==> src/rtl/mat_vect_job_ctrl.sv <==
// ---------------------------------------------------------------------------
// mat_vect_job_ctrl
//
// Job sequencer for the matrix-vector multiply datapath. A start pulse in IDLE
// latches the matrix and result base addresses. The block then reads the N x N
// row-major matrix from a synchronous-read memory and streams it out over
// AXI-stream, asserting tlast at the end of every row. It captures the N row
// results that come back and writes each one to the result memory. A done
// pulse ends the job. err is a sticky flag for result framing errors.
//
// Ports
//   aclk, areset        clock; asynchronous active-high reset
//   start               job request, sampled only in IDLE
//   base_addr, res_base matrix / result base addresses, latched on start
//   busy, done, err     host status
//   mem_rd_en/addr/rdata  matrix memory read port (read data 1 cycle later)
//   m_axis_*            element stream to the datapath
//   s_axis_*            row results from the datapath (tready = busy)
//   res_wr_en/addr/wdata  result memory write port
// ---------------------------------------------------------------------------
module mat_vect_job_ctrl #(
    parameter int N  = 2,
    parameter int DW = 8,
    parameter int AW = 8
) (
    input  logic                      aclk,
    input  logic                      areset,
    input  logic                      start,
    input  logic [AW-1:0]             base_addr,
    input  logic [AW-1:0]             res_base,
    output logic                      busy,
    output logic                      done,
    output logic                      err,
    output logic                      mem_rd_en,
    output logic [AW-1:0]             mem_addr,
    input  logic [DW-1:0]             mem_rdata,
    output logic [DW-1:0]             m_axis_tdata,
    output logic                      m_axis_tvalid,
    output logic                      m_axis_tlast,
    input  logic                      m_axis_tready,
    input  logic [2*DW+$clog2(N)-1:0] s_axis_tdata,
    input  logic                      s_axis_tvalid,
    input  logic                      s_axis_tlast,
    output logic                      s_axis_tready,
    output logic                      res_wr_en,
    output logic [AW-1:0]             res_addr,
    output logic [2*DW+$clog2(N)-1:0] res_wdata
);

    localparam int RW   = 2*DW + $clog2(N);
    localparam int NN   = N*N;
    localparam int CW   = $clog2(NN+1);
    localparam int COLW = $clog2(N);
    localparam int RCW  = $clog2(N+1);

    typedef enum logic [1:0] {
        IDLE = 2'd0,
        RUN  = 2'd1,
        DONE = 2'd2
    } state_t;

    state_t          state_q;
    logic            busy_q, done_q, err_q;
    logic [AW-1:0]   base_q, res_base_q;

    // Fetch pipeline: read strobe, then read-data-valid stage that pushes.
    logic [CW-1:0]   rd_cnt_q;
    logic            mem_rd_en_q;
    logic [AW-1:0]   mem_addr_q;
    logic            rvld_q;

    // Two-entry output FIFO.
    logic [DW-1:0]   fifo_q [2];
    logic            wr_ptr_q, rd_ptr_q;
    logic [1:0]      fifo_cnt_q, fifo_cnt_d;

    // Stream side.
    logic [COLW-1:0] col_q;
    logic [CW-1:0]   sent_q;

    // Result side.
    logic [RCW-1:0]  res_cnt_q;
    logic            res_wr_en_q;
    logic [AW-1:0]   res_addr_q;
    logic [RW-1:0]   res_wdata_q;

    logic            push, pop, s_hs, issue_rd, last_col;
    logic [2:0]      occ;

    assign m_axis_tvalid = (fifo_cnt_q != 2'd0);
    assign pop           = m_axis_tvalid && m_axis_tready;
    assign push          = rvld_q;
    assign s_hs          = s_axis_tvalid && busy_q;
    assign last_col      = (col_q == COLW'(N-1));
    assign fifo_cnt_d    = fifo_cnt_q + {1'b0, push} - {1'b0, pop};

    // Worst-case FIFO fill once every read already issued has landed. A new
    // read is only issued when it is guaranteed a free slot, so the FIFO can
    // never overflow whatever tready does. The pop of this cycle is certain,
    // so it may be credited.
    assign occ      = {1'b0, fifo_cnt_q} + {2'b00, mem_rd_en_q} + {2'b00, rvld_q} - {2'b00, pop};
    assign issue_rd = (state_q == RUN) && (rd_cnt_q < CW'(NN)) && (occ < 3'd2);

    always_ff @(posedge aclk or posedge areset) begin
        if (areset) begin
            state_q     <= IDLE;
            busy_q      <= 1'b0;
            done_q      <= 1'b0;
            err_q       <= 1'b0;
            base_q      <= '0;
            res_base_q  <= '0;
            rd_cnt_q    <= '0;
            mem_rd_en_q <= 1'b0;
            mem_addr_q  <= '0;
            rvld_q      <= 1'b0;
            fifo_q[0]   <= '0;
            fifo_q[1]   <= '0;
            wr_ptr_q    <= 1'b0;
            rd_ptr_q    <= 1'b0;
            fifo_cnt_q  <= 2'd0;
            col_q       <= '0;
            sent_q      <= '0;
            res_cnt_q   <= '0;
            res_wr_en_q <= 1'b0;
            res_addr_q  <= '0;
            res_wdata_q <= '0;
        end else begin
            mem_rd_en_q <= 1'b0;
            res_wr_en_q <= 1'b0;
            done_q      <= 1'b0;
            rvld_q      <= mem_rd_en_q;

            if (push) begin
                fifo_q[wr_ptr_q] <= mem_rdata;
                wr_ptr_q         <= ~wr_ptr_q;
            end
            if (pop) begin
                rd_ptr_q <= ~rd_ptr_q;
                sent_q   <= sent_q + CW'(1);
                col_q    <= last_col ? '0 : col_q + COLW'(1);
            end
            fifo_cnt_q <= fifo_cnt_d;

            // Beats beyond the N-th in a job are absorbed without a write.
            if (s_hs && (res_cnt_q < RCW'(N))) begin
                res_wr_en_q <= 1'b1;
                res_addr_q  <= res_base_q + AW'(res_cnt_q);
                res_wdata_q <= s_axis_tdata;
                res_cnt_q   <= res_cnt_q + RCW'(1);
                if (s_axis_tlast != (res_cnt_q == RCW'(N-1))) begin
                    err_q <= 1'b1;
                end
            end

            case (state_q)
                IDLE: begin
                    if (start) begin
                        state_q     <= RUN;
                        busy_q      <= 1'b1;
                        err_q       <= 1'b0;
                        base_q      <= base_addr;
                        res_base_q  <= res_base;
                        sent_q      <= '0;
                        col_q       <= '0;
                        res_cnt_q   <= '0;
                        // First read goes out straight from the start edge.
                        mem_rd_en_q <= 1'b1;
                        mem_addr_q  <= base_addr;
                        rd_cnt_q    <= CW'(1);
                    end
                end
                RUN: begin
                    if (issue_rd) begin
                        mem_rd_en_q <= 1'b1;
                        mem_addr_q  <= base_q + AW'(rd_cnt_q);
                        rd_cnt_q    <= rd_cnt_q + CW'(1);
                    end
                    if ((sent_q == CW'(NN)) && (res_cnt_q == RCW'(N))) begin
                        state_q <= DONE;
                        done_q  <= 1'b1;
                    end
                end
                DONE: begin
                    state_q <= IDLE;
                    busy_q  <= 1'b0;
                end
                default: begin
                    state_q <= IDLE;
                    busy_q  <= 1'b0;
                end
            endcase
        end
    end

    assign busy          = busy_q;
    assign done          = done_q;
    assign err           = err_q;
    assign mem_rd_en     = mem_rd_en_q;
    assign mem_addr      = mem_addr_q;
    assign m_axis_tdata  = m_axis_tvalid ? fifo_q[rd_ptr_q] : '0;
    assign m_axis_tlast  = m_axis_tvalid && last_col;
    assign s_axis_tready = busy_q;
    assign res_wr_en     = res_wr_en_q;
    assign res_addr      = res_addr_q;
    assign res_wdata     = res_wdata_q;

endmodule

==> config.mk <==
export PLATFORM = sky130hd
export DESIGN_NAME = mat_vect_job_ctrl
export DESIGN_NICKNAME = d
export VERILOG_FILES = /design/src/rtl/mat_vect_job_ctrl.sv
export SDC_FILE = /design/constraint.sdc
export NUM_CORES = 1
export LEC_CHECK = 0
export CELL_PAD_IN_SITES_DETAIL_PLACEMENT = 1
export CELL_PAD_IN_SITES_GLOBAL_PLACEMENT = 2
export CORE_ASPECT_RATIO = 0.7
export CORE_MARGIN = 2
export CORE_UTILIZATION = 35
export CTS_CLUSTER_SIZE = 24
export DETAILED_ROUTE_END_ITERATION = 10
export DONT_BUFFER_PORTS = 1
export HOLD_SLACK_MARGIN = 0.05
export PLACE_DENSITY = 0.83
export SLEW_MARGIN = 10
export SYNTH_ARGS = -nofsm -noshare
export SYNTH_HDL_FRONTEND = slang
export SYNTH_SLANG_ARGS = --single-unit
export TNS_END_PERCENT = 10
==> constraint.sdc <==
create_clock -name aclk -period 2.9 [get_ports aclk]
set_input_delay 0.58 -clock aclk [delete_from_list [all_inputs] [get_ports aclk]]
set_output_delay 0.58 -clock aclk [all_outputs]
set_load 0.05 [all_outputs]
==> results.txt <==
After clock tree synthesis, the flow added hold-fix buffers numbering 0. The complex-gate fraction of the synthesized area is 4.87%. By area the synthesized netlist is led by sky130_fd_sc_hd__dfrtp_1 (55%), sky130_fd_sc_hd__nand2_1 (12%), sky130_fd_sc_hd__mux2_2 (4.6%), sky130_fd_sc_hd__ha_1 (4.5%), sky130_fd_sc_hd__mux2i_1 (3.1%).

CTS placed an instance of sky130_fd_sc_hd__clkbuf_16 at the clock tree root. The total half-perimeter wirelength after legalization and detailed placement is 6220 um. The area occupied by registers came out at 2150 um2. The final design instance area without fill came out at 4600 um2.

The maximum number of pins on one net before global-route repair came out at 50. The H-tree generated during clock tree synthesis spans 3 levels. The initial detailed-routing violation count is 66. The final wirelength is 9000 um. Counting the fill cells in the layout gives 1228. The number of design rule violations left after detail routing is 0. The leading register cell type out of synthesis is sky130_fd_sc_hd__dfrtp_1. In the routed layout, each cell is associated on average with a via count of 4.72. In this run the critical register-to-register path is launched from fifo_cnt_q[0]$_DFF_PP0_.

The clock sink total came out at 86. The worst clock skew came out at 4.53 ps. The routed wire length per instance came out at 15.9 um. The global-route usage over all layers is 15.3%. The number of hold violations in the final report is 0.

In the synthesized netlist, the cells that appear most often are sky130_fd_sc_hd__nand2_1 (125), sky130_fd_sc_hd__dfrtp_1 (86), sky130_fd_sc_hd__inv_1 (20), sky130_fd_sc_hd__nor2_1 (20), sky130_fd_sc_hd__mux2_2 (16). The maximum clock insertion buffer count came out at 2. In this run the worst setup path begins at fifo_cnt_q[0]$_DFF_PP0_. The final count of pins violating max slew is 0. The post-synthesis cell type count is 34.

The clock reaches the later pin of the worst-skew pair after 340 ps. The critical path capture point type is a flip-flop. The worst setup path is launched from a flip-flop. Based on the critical path, the design can be clocked at up to 0.349 GHz. The area growth from synthesis to layout is 18.0%.

The placer congestion estimate came out at 0.748. The most frequently used cell type in the post-synthesis netlist is sky130_fd_sc_hd__nand2_1. In this run the cell area of the synthesized design comes to 3900 um2.

The portion of netlist area occupied by mux cells is 7.70%. The mean post-synth cell area is 10.1 um2. TritonCTS built the clock tree. The cell count after synthesis came out at 388.

The die covers 12000 um2. The total area of multi-input combinational cells is 1670 um2. The portion of synthesized cell area occupied by the leading cell type is 55.2%. After clock tree synthesis, the clock-pin slew on the worst setup and hold paths is 60 ps. The sequential area share after synthesis is 55.2%. The via count of the routed design came out at 2674. The library cell occupying the most area in the post-synthesis netlist is sky130_fd_sc_hd__dfrtp_1. Yosys printed 0 warnings. After Yosys synthesis, and, or, nand and nor cells account for 18.0% of the synthesized area. The total of buffers placed on input and output ports came out at 0. The adder-cell area share of the yosys netlist is 6.03%. After Yosys synthesis, XOR and XNOR cells account for 4.49% of the synthesized area.

The worst register-to-register path has a depth of 15. For this run, the post-layout net count is 473. The pre-antenna-repair detailed-routing pass consisted of 4 iterations.

The area of the core came out at 10900 um2. The post-route antenna net violation count came out at 0. The number of enable flip-flop cells after synthesis came out at 0. Max-cap violations in this run came to 0. The share of final-layout standard cells stronger than drive strength 1 is 17.9%. The initial core utilization came out at 35.7%. The flip-flop and latch count after synthesis is 86. The area after detailed placement is 4200 um2. The data arrival time of the worst path came out at 3080 ps. After synthesis, the largest family of logic cells by area is simple AND/OR/NAND/NOR gates.

The total clock buffers created by CTS is 9. The number of global-route vias before repair is 2697. The first-pass GRT wire length is 14000 um.

The worst-path maximum fanout is 8. The time the worst path needs with I/O delays and setup is 2870 ps. The worst hold path belongs to the class in -> async. The initialized floorplan defines 32 standard-cell rows. The total congestion overflow after global routing is 0. The worst path uses 98.9% of the clock period. The run finished with clean final reports. The number of failing setup endpoints in the final timing report is 0.

The synthesized net count is 452. The required time of the worst setup path came out at 3110 ps. Once layout is complete, the utilization of the core stands at 42.1%. The die height came out at 92.3 um. The die span in x is 130 um.

The setup path with the least slack is of type reg -> reg. The initial antenna violation count came out at 0. Of all flip-flops after synthesis, the portion carrying an async set or reset was 100%. The slew at the pin closest to its max-slew limit is 699 ps. Hold timing on the final database bottoms out at a slack of 211 ps.

96 I/O pins were placed. The antenna diode count is 0. Setup repair after global routing could not meet its margin everywhere. The relative max-transition margin is 53.3%.
[area by class of cell]
cell class,instances,area share [%]
inverters,21,1.82
clock buffers,10,5.19
clock inverters,6,1.85
well taps,153,4.16
multi-input cells,268,36.2
repair buffers,23,4.02
flip-flops and latches,86,46.8
[registers in the layout, summed over array words and instances, names as in the netlist, 2 cells and up]
name        cells
sent_q          3
res_addr        8
base_q          8
res_wdata      17
rd_cnt_q        3
res_cnt_q       2
res_base_q      8
mem_addr        8
fifo_q         16
fifo_cnt_q      2
state_q         2
[cells in the final DEF (no fill, tap or decap), types with 2 or more instances in the layout]
master / n
sky130_fd_sc_hd__ha_4: 2
sky130_fd_sc_hd__dfrtp_1: 86
sky130_fd_sc_hd__clkinvlp_4: 3
sky130_fd_sc_hd__inv_1: 17
sky130_fd_sc_hd__nor2b_1: 6
sky130_fd_sc_hd__fa_1: 2
sky130_fd_sc_hd__nor2_2: 2
sky130_fd_sc_hd__nand3_1: 5
sky130_fd_sc_hd__nand2_1: 124
sky130_fd_sc_hd__nor2_1: 20
sky130_fd_sc_hd__mux2i_1: 12
sky130_fd_sc_hd__xor2_1: 10
sky130_fd_sc_hd__buf_4: 22
sky130_fd_sc_hd__mux2_2: 16
sky130_fd_sc_hd__nand4_1: 3
sky130_fd_sc_hd__ha_1: 12
sky130_fd_sc_hd__o21ai_0: 12
sky130_fd_sc_hd__inv_2: 2
sky130_fd_sc_hd__xnor2_1: 9
sky130_fd_sc_hd__a21o_1: 3
sky130_fd_sc_hd__o21ai_1: 5
sky130_fd_sc_hd__clkbuf_16: 9
sky130_fd_sc_hd__nor2_4: 2
sky130_fd_sc_hd__a21oi_1: 10
sky130_fd_sc_hd__bufinv_16: 2
sky130_fd_sc_hd__clkinv_2: 3
[layer usage]
layer	track usage (%)	wire, um	vias up
li1	-	-	1281
met1	19.6	4080	1323
met5	0	0	-
met3	6.41	670	10
met4	4.84	92	0
met2	23.5	4170	60
[worst max-delay path: stages (launching register included)]
cell and delay, ps:
sky130_fd_sc_hd__dfrtp_1 420, sky130_fd_sc_hd__nor2_4 130, sky130_fd_sc_hd__clkinvlp_4 110, sky130_fd_sc_hd__nand2_2 80, sky130_fd_sc_hd__inv_2 50, sky130_fd_sc_hd__ha_4 250, sky130_fd_sc_hd__inv_2 40, sky130_fd_sc_hd__ha_4 220
sky130_fd_sc_hd__a21o_1 190, sky130_fd_sc_hd__fa_2 370, sky130_fd_sc_hd__xnor2_2 150, sky130_fd_sc_hd__nor4_4 320, sky130_fd_sc_hd__buf_4 190, sky130_fd_sc_hd__nor2_4 60, sky130_fd_sc_hd__nand2_1 80, sky130_fd_sc_hd__o21ai_1 70
[logic make-up after synthesis]
family / Yosys count
muxes: 28
adders and majority gates: 17
and+or+nand+nor: 168
xor gates and xnor gates: 20
buffers and inverters: 35
AOI/OAI and AO/OA: 34
DFF: 86
[through the flow]
stage	cells	setup TNS, ps	worst slack (ps)
2_1_floorplan	388	-3280	-332
3_3_place_gp	546	0	131
3_5_place_dp	546	0	16.9
4_1_cts	562	0	24.0
5_1_grt	567	-917	-116
6_report	567	0	31.1
[worst paths after layout]
| kind | endpoint | slack (ps) |
|---|---|---|
| worst min-delay path | res_wdata[14]$_DFFE_PP0P_ | 210 |
| min in group aclk | res_base_q[4]$_DFFE_PP0P_ | 350 |
| worst max-delay path | mem_addr[6]$_DFFE_PP0P_ | 30 |
| worst max register to register | mem_addr[6]$_DFFE_PP0P_ | 30 |
| max in group asynchronous | base_q[4]$_DFFE_PP0P_ | 2000 |
| worst min register to register | base_q[0]$_DFFE_PP0P_ | 490 |
[what timing repair did]
item | in CTS | in global routing
setup endpoints to repair | 0 | 11
setup buffers | 0 | 5
resized for setup | 0 | 6
Power is left out: the tool's default activity adds up to more than one toggle a clock period on the data nets, which glitch-free logic cannot reach.
